[config.mk]
export PLATFORM = sky130hd
export DESIGN_NAME = grev_arbiter_flat
export DESIGN_NICKNAME = d
export VERILOG_FILES = /design/src/rtl/grev_arbiter_if.sv /design/src/rtl/grev_arbiter.sv /design/src/flat_wrapper.sv
export SDC_FILE = /design/constraint.sdc
export NUM_CORES = 1
export LEC_CHECK = 0
export ABC_AREA = 1
export CORE_UTILIZATION = 35
export CTS_CLUSTER_DIAMETER = 100
export DETAILED_ROUTE_END_ITERATION = 8
export SYNTH_ARGS = -nofsm -noshare
export SYNTH_HDL_FRONTEND = slang
export SYNTH_SLANG_ARGS = --single-unit
[constraint.sdc]
create_clock -name clock -period 3.5 [get_ports clock]
set_input_delay 0.7 -clock clock [delete_from_list [all_inputs] [get_ports clock]]
set_output_delay 0.7 -clock clock [all_outputs]
set_load 0.01 [all_outputs]
[src/rtl/grev_arbiter_if.sv]
// grev_arbiter_if: request/response bundle between two requesters, one consumer and grev_arbiter
// Signals:
//   req0_valid/req1_valid : requester has an operation pending
//   req0_ready/req1_ready : operation accepted this cycle
//   req0_rs1/req1_rs1     : 32-bit data operand
//   req0_rs2/req1_rs2     : 5-bit generalized-reverse control
//   rsp_valid             : result available
//   rsp_ready             : consumer accepts result
//   rsp_rd                : 32-bit result value
//   rsp_id                : index of the requester that issued the operation
// Modports: master = requester/consumer side, slave = arbiter side.
interface grev_arbiter_if;
  logic        req0_valid;
  logic        req1_valid;
  logic        req0_ready;
  logic        req1_ready;
  logic [31:0] req0_rs1;
  logic [31:0] req1_rs1;
  logic [4:0]  req0_rs2;
  logic [4:0]  req1_rs2;
  logic        rsp_valid;
  logic        rsp_ready;
  logic [31:0] rsp_rd;
  logic        rsp_id;
  modport master (
    output req0_valid, req1_valid, req0_rs1, req1_rs1, req0_rs2, req1_rs2, rsp_ready,
    input  req0_ready, req1_ready, rsp_valid, rsp_rd, rsp_id
  );
  modport slave (
    input  req0_valid, req1_valid, req0_rs1, req1_rs1, req0_rs2, req1_rs2, rsp_ready,
    output req0_ready, req1_ready, rsp_valid, rsp_rd, rsp_id
  );
endinterface

[src/rtl/grev_arbiter.sv]
// grev_arbiter: two requesters share one iterative generalized-reverse unit (IDLE/BUSY/DONE)
// Parameters:
//   FAIR_RR : 1 = round-robin between contending requesters, 0 = req0 always wins
// Ports:
//   clock : sole clock, all state updates on posedge
//   reset : asynchronous active-high reset
//   bus   : grev_arbiter_if.slave (request handshakes, operands, response handshake)
// Macro GREV_STAGE_SKIP_EN: when defined, BUSY visits only stages whose rs2 bit is set,
//   giving latency 1+popcount(rs2); rs2 = 0 goes straight from IDLE to DONE.
//   When undefined, all five stages are walked and the response appears 6 cycles after accept.
module grev_arbiter #(
  parameter bit FAIR_RR = 1'b1
) (
  input logic clock,
  input logic reset,
  grev_arbiter_if.slave bus
);
  typedef enum logic [1:0] {IDLE, BUSY, DONE} state_t;
  state_t      state, state_n;
  logic [31:0] data, data_n;
  logic [4:0]  ctl, ctl_n;
  logic [2:0]  cnt, cnt_n;
  logic        id, id_n;
  logic        last, last_n;
  logic        g1;
  logic        acc;
  logic [4:0]  rs2_sel;
  logic [31:0] stage_v;
  function automatic logic [31:0] grev_stage(input logic [31:0] x, input logic [2:0] k);
    logic [31:0] m;
    logic [4:0]  sh;
    m  = (k == 3'd0) ? 32'h55555555 :
         (k == 3'd1) ? 32'h33333333 :
         (k == 3'd2) ? 32'h0F0F0F0F :
         (k == 3'd3) ? 32'h00FF00FF : 32'h0000FFFF;
    sh = 5'd1 << k;
    return ((x & m) << sh) | ((x >> sh) & m);
  endfunction
`ifdef GREV_STAGE_SKIP_EN
  // index of the lowest set control bit at or above 'from'; 5 means none remain
  function automatic logic [2:0] next_set(input logic [4:0] c, input logic [2:0] from);
    logic [2:0] r;
    r = 3'd5;
    for (int i = 4; i >= 0; i--)
      if (c[i] && i >= int'(from)) r = 3'(i);
    return r;
  endfunction
`endif
  // req1 wins when it is alone, or under round-robin when req0 had the last grant
  assign g1      = bus.req1_valid & (~bus.req0_valid | (FAIR_RR & ~last));
  assign bus.req0_ready = (state == IDLE) & ~reset & bus.req0_valid & ~g1;
  assign bus.req1_ready = (state == IDLE) & ~reset & g1;
  assign acc     = (bus.req0_valid & bus.req0_ready) | (bus.req1_valid & bus.req1_ready);
  assign rs2_sel = g1 ? bus.req1_rs2 : bus.req0_rs2;
  assign stage_v = grev_stage(data, cnt);
  assign bus.rsp_valid = (state == DONE);
  assign bus.rsp_rd    = (state == DONE) ? data : 32'h0;
  assign bus.rsp_id    = (state == DONE) & id;
  always_comb begin
    state_n = state;
    data_n  = data;
    ctl_n   = ctl;
    cnt_n   = cnt;
    id_n    = id;
    last_n  = last;
    if (state == IDLE && acc) begin
      data_n  = g1 ? bus.req1_rs1 : bus.req0_rs1;
      ctl_n   = rs2_sel;
      id_n    = g1;
      last_n  = g1;
`ifdef GREV_STAGE_SKIP_EN
      cnt_n   = next_set(rs2_sel, 3'd0);
      state_n = (rs2_sel == 5'd0) ? DONE : BUSY;
`else
      cnt_n   = 3'd0;
      state_n = BUSY;
`endif
    end else if (state == BUSY) begin
`ifdef GREV_STAGE_SKIP_EN
      data_n  = stage_v;
      cnt_n   = next_set(ctl, cnt + 3'd1);
      state_n = (cnt_n == 3'd5) ? DONE : BUSY;
`else
      data_n  = ctl[cnt] ? stage_v : data;
      cnt_n   = cnt + 3'd1;
      state_n = (cnt == 3'd4) ? DONE : BUSY;
`endif
    end else if (state == DONE && bus.rsp_ready) begin
      state_n = IDLE;
    end
  end
  always_ff @(posedge clock or posedge reset) begin
    if (reset) begin
      state <= IDLE;
      data  <= 32'h0;
      ctl   <= 5'd0;
      cnt   <= 3'd0;
      id    <= 1'b0;
      last  <= 1'b1;
    end else begin
      state <= state_n;
      data  <= data_n;
      ctl   <= ctl_n;
      cnt   <= cnt_n;
      id    <= id_n;
      last  <= last_n;
    end
  end
endmodule

[src/flat_wrapper.sv]
// flat-port wrapper written by rule: the top's interface ports become plain ports
module grev_arbiter_flat 
#(
  parameter bit FAIR_RR = 1'b1
)
  (clock, reset, bus_req0_valid, bus_req1_valid, bus_req0_rs1, bus_req1_rs1, bus_req0_rs2, bus_req1_rs2, bus_rsp_ready, bus_req0_ready, bus_req1_ready, bus_rsp_valid, bus_rsp_rd, bus_rsp_id);
  grev_arbiter_if bus_i ();
  input logic clock;
  input logic reset;
  input wire logic [$bits(bus_i.req0_valid)-1:0] bus_req0_valid;
  input wire logic [$bits(bus_i.req1_valid)-1:0] bus_req1_valid;
  input wire logic [$bits(bus_i.req0_rs1)-1:0] bus_req0_rs1;
  input wire logic [$bits(bus_i.req1_rs1)-1:0] bus_req1_rs1;
  input wire logic [$bits(bus_i.req0_rs2)-1:0] bus_req0_rs2;
  input wire logic [$bits(bus_i.req1_rs2)-1:0] bus_req1_rs2;
  input wire logic [$bits(bus_i.rsp_ready)-1:0] bus_rsp_ready;
  output wire logic [$bits(bus_i.req0_ready)-1:0] bus_req0_ready;
  output wire logic [$bits(bus_i.req1_ready)-1:0] bus_req1_ready;
  output wire logic [$bits(bus_i.rsp_valid)-1:0] bus_rsp_valid;
  output wire logic [$bits(bus_i.rsp_rd)-1:0] bus_rsp_rd;
  output wire logic [$bits(bus_i.rsp_id)-1:0] bus_rsp_id;
  assign bus_i.req0_valid = bus_req0_valid;
  assign bus_i.req1_valid = bus_req1_valid;
  assign bus_i.req0_rs1 = bus_req0_rs1;
  assign bus_i.req1_rs1 = bus_req1_rs1;
  assign bus_i.req0_rs2 = bus_req0_rs2;
  assign bus_i.req1_rs2 = bus_req1_rs2;
  assign bus_i.rsp_ready = bus_rsp_ready;
  assign bus_req0_ready = bus_i.req0_ready;
  assign bus_req1_ready = bus_i.req1_ready;
  assign bus_rsp_valid = bus_i.rsp_valid;
  assign bus_rsp_rd = bus_i.rsp_rd;
  assign bus_rsp_id = bus_i.rsp_id;
  grev_arbiter #(.FAIR_RR(FAIR_RR)) u_core (.clock(clock), .reset(reset), .bus(bus_i));
endmodule
==> results.md <==
Outcome:
- The run finished with clean final reports.

Global routing:
- The initial antenna violation count is 0.
- The first global-routing pass estimated 43,600 um of wire.
- For this run, the total global-route usage over all layers was measured as 0.322.
- The number of global-route vias before repair is approximately 7,400.
- Entering global routing, the biggest net connects between 50 and 60 pins.
- The total congestion overflow after global routing is 0.

Setup path:
- STA classifies the critical path startpoint as a primary input.
- The slowest stage of the critical path is the sky130_fd_sc_hd__clkdlybuf4s50_1 cell.
- The critical path class is primary input to primary output.
- Among the stages of the critical path, the cell type that occurs most often is sky130_fd_sc_hd__clkdlybuf4s50_1.
- The largest delay contributor family on the critical path is buffers and inverters.
- At the worst endpoint, the arrival time is 2280 ps.
- In this run the worst path has a maximum fanout of 5.
- The critical path's largest stage delay is ~550 ps.
- Walking the worst path, the cells encountered are clkdlybuf4s50_1, nand2_1, and2_1, nand4_1, inv_1, clkdlybuf4s50_1.
- The endpoint required time on the critical path is roughly 2800 ps.
- The sort of element at the end of the critical path is a primary output.
- The register-to-register path setup slack is roughly 640 ps.
- The number of buffers and inverters on the critical path is 3.

Clock tree:
- The clock network latency to the later pin of the worst-skew pair is ~300 ps.
- The clock tree from TritonCTS is yes.
- TritonCTS created 5 clock buffers.
- For this design, the sink count on the clock tree is 44.
- The root cell of the clock tree is sky130_fd_sc_hd__clkbuf_16.
- The CTS H-tree depth is 2.
- The count of hold-fix buffers inserted at cts is 0.
- The clock slew at the register clock pins of the worst setup and hold paths is 70 ps.
- The number of cells upsized or downsized after cts is 0.
- No sink is reached through more buffers than the 2 on the longest clock path.
- Once the clock tree was built, the setup fixing pass inserted 0 buffers.

Drt:
- The post-route antenna net violation count is 0.
- Dividing the detail-routed wire length by the instance count gives about 20 um.
- The detail-routed via count per cell is between 5 and 6.
- The detailed-route DRC error count is 0.
- Summing over every cut layer, the via total after detailed routing is 8,159.
- The total wire length after detailed routing is 28,900 um.
- The first detailed-routing pass took 6 iterations.
- The violation count after the first detailed-route iteration is between 900 and 1,000.

Final layout:
- Of the cells placed in the final design, the portion with a size suffix greater than 1 is 0.0622.
- From synthesis to final layout, the design area changed by 25.1%.
- The utilization after layout is 0.445.
- 0 antenna diodes ended up in the layout.
- The number of nets in the layout is 1,321.
- Fill cells in the final layout number roughly 2,000.

STA:
- After routing, the total negative slack on setup checks comes to 0 ps.
- Setup repair after global routing left no endpoint under its margin.
- At the pin with the least slew margin, the transition time is 964 ps.
- In the post-route analysis, the smallest setup slack over all paths is a little over 500 ps.
- The max-slew violation total from the final report is 0.
- The number of hold violations in the final report is 0.
- The peak clock frequency supported by timing is around 340 MHz.
- The total of endpoints with negative setup slack in the final report is 0.
- The worst setup skew after layout is 8.97 ps.
- The minimum clock period is 2980 ps.
- In this run the tightest slew margin relative to its limit is 0.353.
- The share of the clock period used by the worst path after layout is 0.853.

Synth:
- In the synthesized netlist, the cells that appear most often are sky130_fd_sc_hd__nand2_1, sky130_fd_sc_hd__nand3_1, sky130_fd_sc_hd__nor2_1.
- Yosys mapped the design onto 38 distinct sky130hd cell types.
- The average instance in the mapped netlist occupies approximately 5.3 um^2.
- For this run, the leading register cell type out of synthesis is sky130_fd_sc_hd__dfrtp_1.
- The number of nets in the synthesized netlist is between 1,000 and 1,500.
- The cell type with the highest aggregate area in the netlist is sky130_fd_sc_hd__nand2_1.
- The count of mapped cells out of synthesis is roughly 1,200.
- The number of enable flip-flop cells after synthesis is 0.
- The number of synthesized register bits is 44.
- In this run the cell area of the synthesized design comes to approximately 6100 um^2.
- The count of warnings emitted by yosys is 0.
- Yosys instantiated no cell more often than sky130_fd_sc_hd__nand2_1.
- Sorting the synthesized cells by area gives the leading types as sky130_fd_sc_hd__nand2_1, sky130_fd_sc_hd__nand3_1, sky130_fd_sc_hd__dfrtp_1.
- The fraction of registers with async set/reset is 1.00.
- The fraction of synthesized cell area taken by the top area cell type is 0.267.
- Of the synthesized area, sequential elements account for 0.180.

Pwr:
- VDD sags by at most 0.216 mV.
- For this design the static power due to leakage is approximately 0.0040 uW.
- The design draws ~1200 uW.
- Dividing total power by cell area gives a power density of approximately 160 nW/um^2.

Place:
- The worst slack at placement is 512 ps.
- The congestion estimate from routability-driven global placement came to 0.979.
- The number of port buffers is ~110.
- Once detailed placement completed, the half-perimeter wirelength came to 22,800 um.

Floorplanning:
- Row generation in the floorplan step produced 48 rows.
- The initial utilization of the core area, before any placement, comes to 0.356.
- The total core area is about 17,000 um^2.
- The x dimension of the die is roughly 130 um.
- The overall die area is around 18,000 um^2.
- The chip height is 134 um.
- The number of primary I/O pins is approximately 120.

Hold path:
- The worst hold path belongs to the class register to register.

Run:
- The max capacitance violation total is 0.
## path summary, 6_finish.rpt
check	depth (start not counted)	start	end
worst min register to register	2	u_core.last	u_core.last
worst max-delay path	6	bus_req0_valid	bus_req1_ready
worst max register to register	16	u_core.cnt[1]	u_core.data[3]
min in group asynchronous	3	reset	u_core.id
max in group asynchronous	3	reset	u_core.data[6]
worst min-delay path	2	u_core.last	u_core.last
## through the flow
stage | area [um^2] | instances | hold slack, ps
after floorplan | 6140 | 1152 | 448
after global placement | 7510 | 1454 | 463
after detailed placement | 7510 | 1454 | 460
after CTS | 7680 | 1462 | 472
after global routing | 7680 | 1462 | 503
final | 7680 | 1462 | 469
## where the power goes
| part | switching [uW] | internal [uW] |
|---|---|---|
| clock network | 217 | 339 |
| logic | 49.0 | 88.8 |
| registers | 0 | 508 |
| total | 266 | 937 |
## final cells by class
class                      count  area (um^2)  share of cell area
multi-input combinational    952         4340               0.566
timing repair buffer         152         1480               0.192
sequential                    44         1100               0.144
inverter                      81          304              0.0396
tap                          225          282              0.0367
clock buffer                   5          125              0.0163
clock inverter                 3         46.3             0.00603
## cell usage in the layout (no fill, tap or decap), drive strengths merged
master and count:
inv 79, ha 6, o22ai 2, and2 2, o21a 1, dfstp 1
nand3b 4, bufinv 1, a31oi 22, or2 3, a22oi 1, o21ai 72
a21boi 2, clkdlybuf4s50 114, nor3 7, o211ai 14, clkbuf 5, clkinv 3
a21oi 41, nor2 93, buf 38, clkinvlp 1, nand4 14, nand3 220
nand2 447, a21o 1, dfrtp 43
## state kept, by name (all words and copies together) (netlist names)
name / count
u_core.cnt: 3
u_core.ctl: 5
u_core.data: 32
u_core.id: 1
u_core.last: 1
u_core.state: 2
## kinds of logic after synthesis
| group | share of synthesized area |
|---|---|
| flops | 0.180 |
| fa+ha+maj | 0.0122 |
| simple gates | 0.549 |
| buf+inv | 0.115 |
| compound gates | 0.144 |
## worst reg2reg max path, stage by stage, from the launching register on
cell,delay (ps)
sky130_fd_sc_hd__dfrtp_1,430
sky130_fd_sc_hd__inv_1,190
sky130_fd_sc_hd__ha_1,380
sky130_fd_sc_hd__inv_1,160
sky130_fd_sc_hd__nor2_4,300
sky130_fd_sc_hd__buf_12,280
sky130_fd_sc_hd__nand3_1,120
sky130_fd_sc_hd__nand2_1,130
sky130_fd_sc_hd__nand2_1,90
sky130_fd_sc_hd__nand2_1,100
sky130_fd_sc_hd__nand2_1,100
sky130_fd_sc_hd__nand2_1,100
sky130_fd_sc_hd__nand2_1,60
sky130_fd_sc_hd__nand3_1,150
sky130_fd_sc_hd__nand2_1,70
sky130_fd_sc_hd__nand2_1,50
sky130_fd_sc_hd__nand2_1,40
## metal layers
layer | share of wire | track usage | vias up
met5 | 0 | 0 | -
met4 | 0.032 | 0.114 | 0
met3 | 0.074 | 0.0389 | 44
met2 | 0.44 | 0.498 | 404
met1 | 0.46 | 0.459 | 3765
li1 | - | - | 3946
Note: power is estimated with default switching activity, not from simulation.
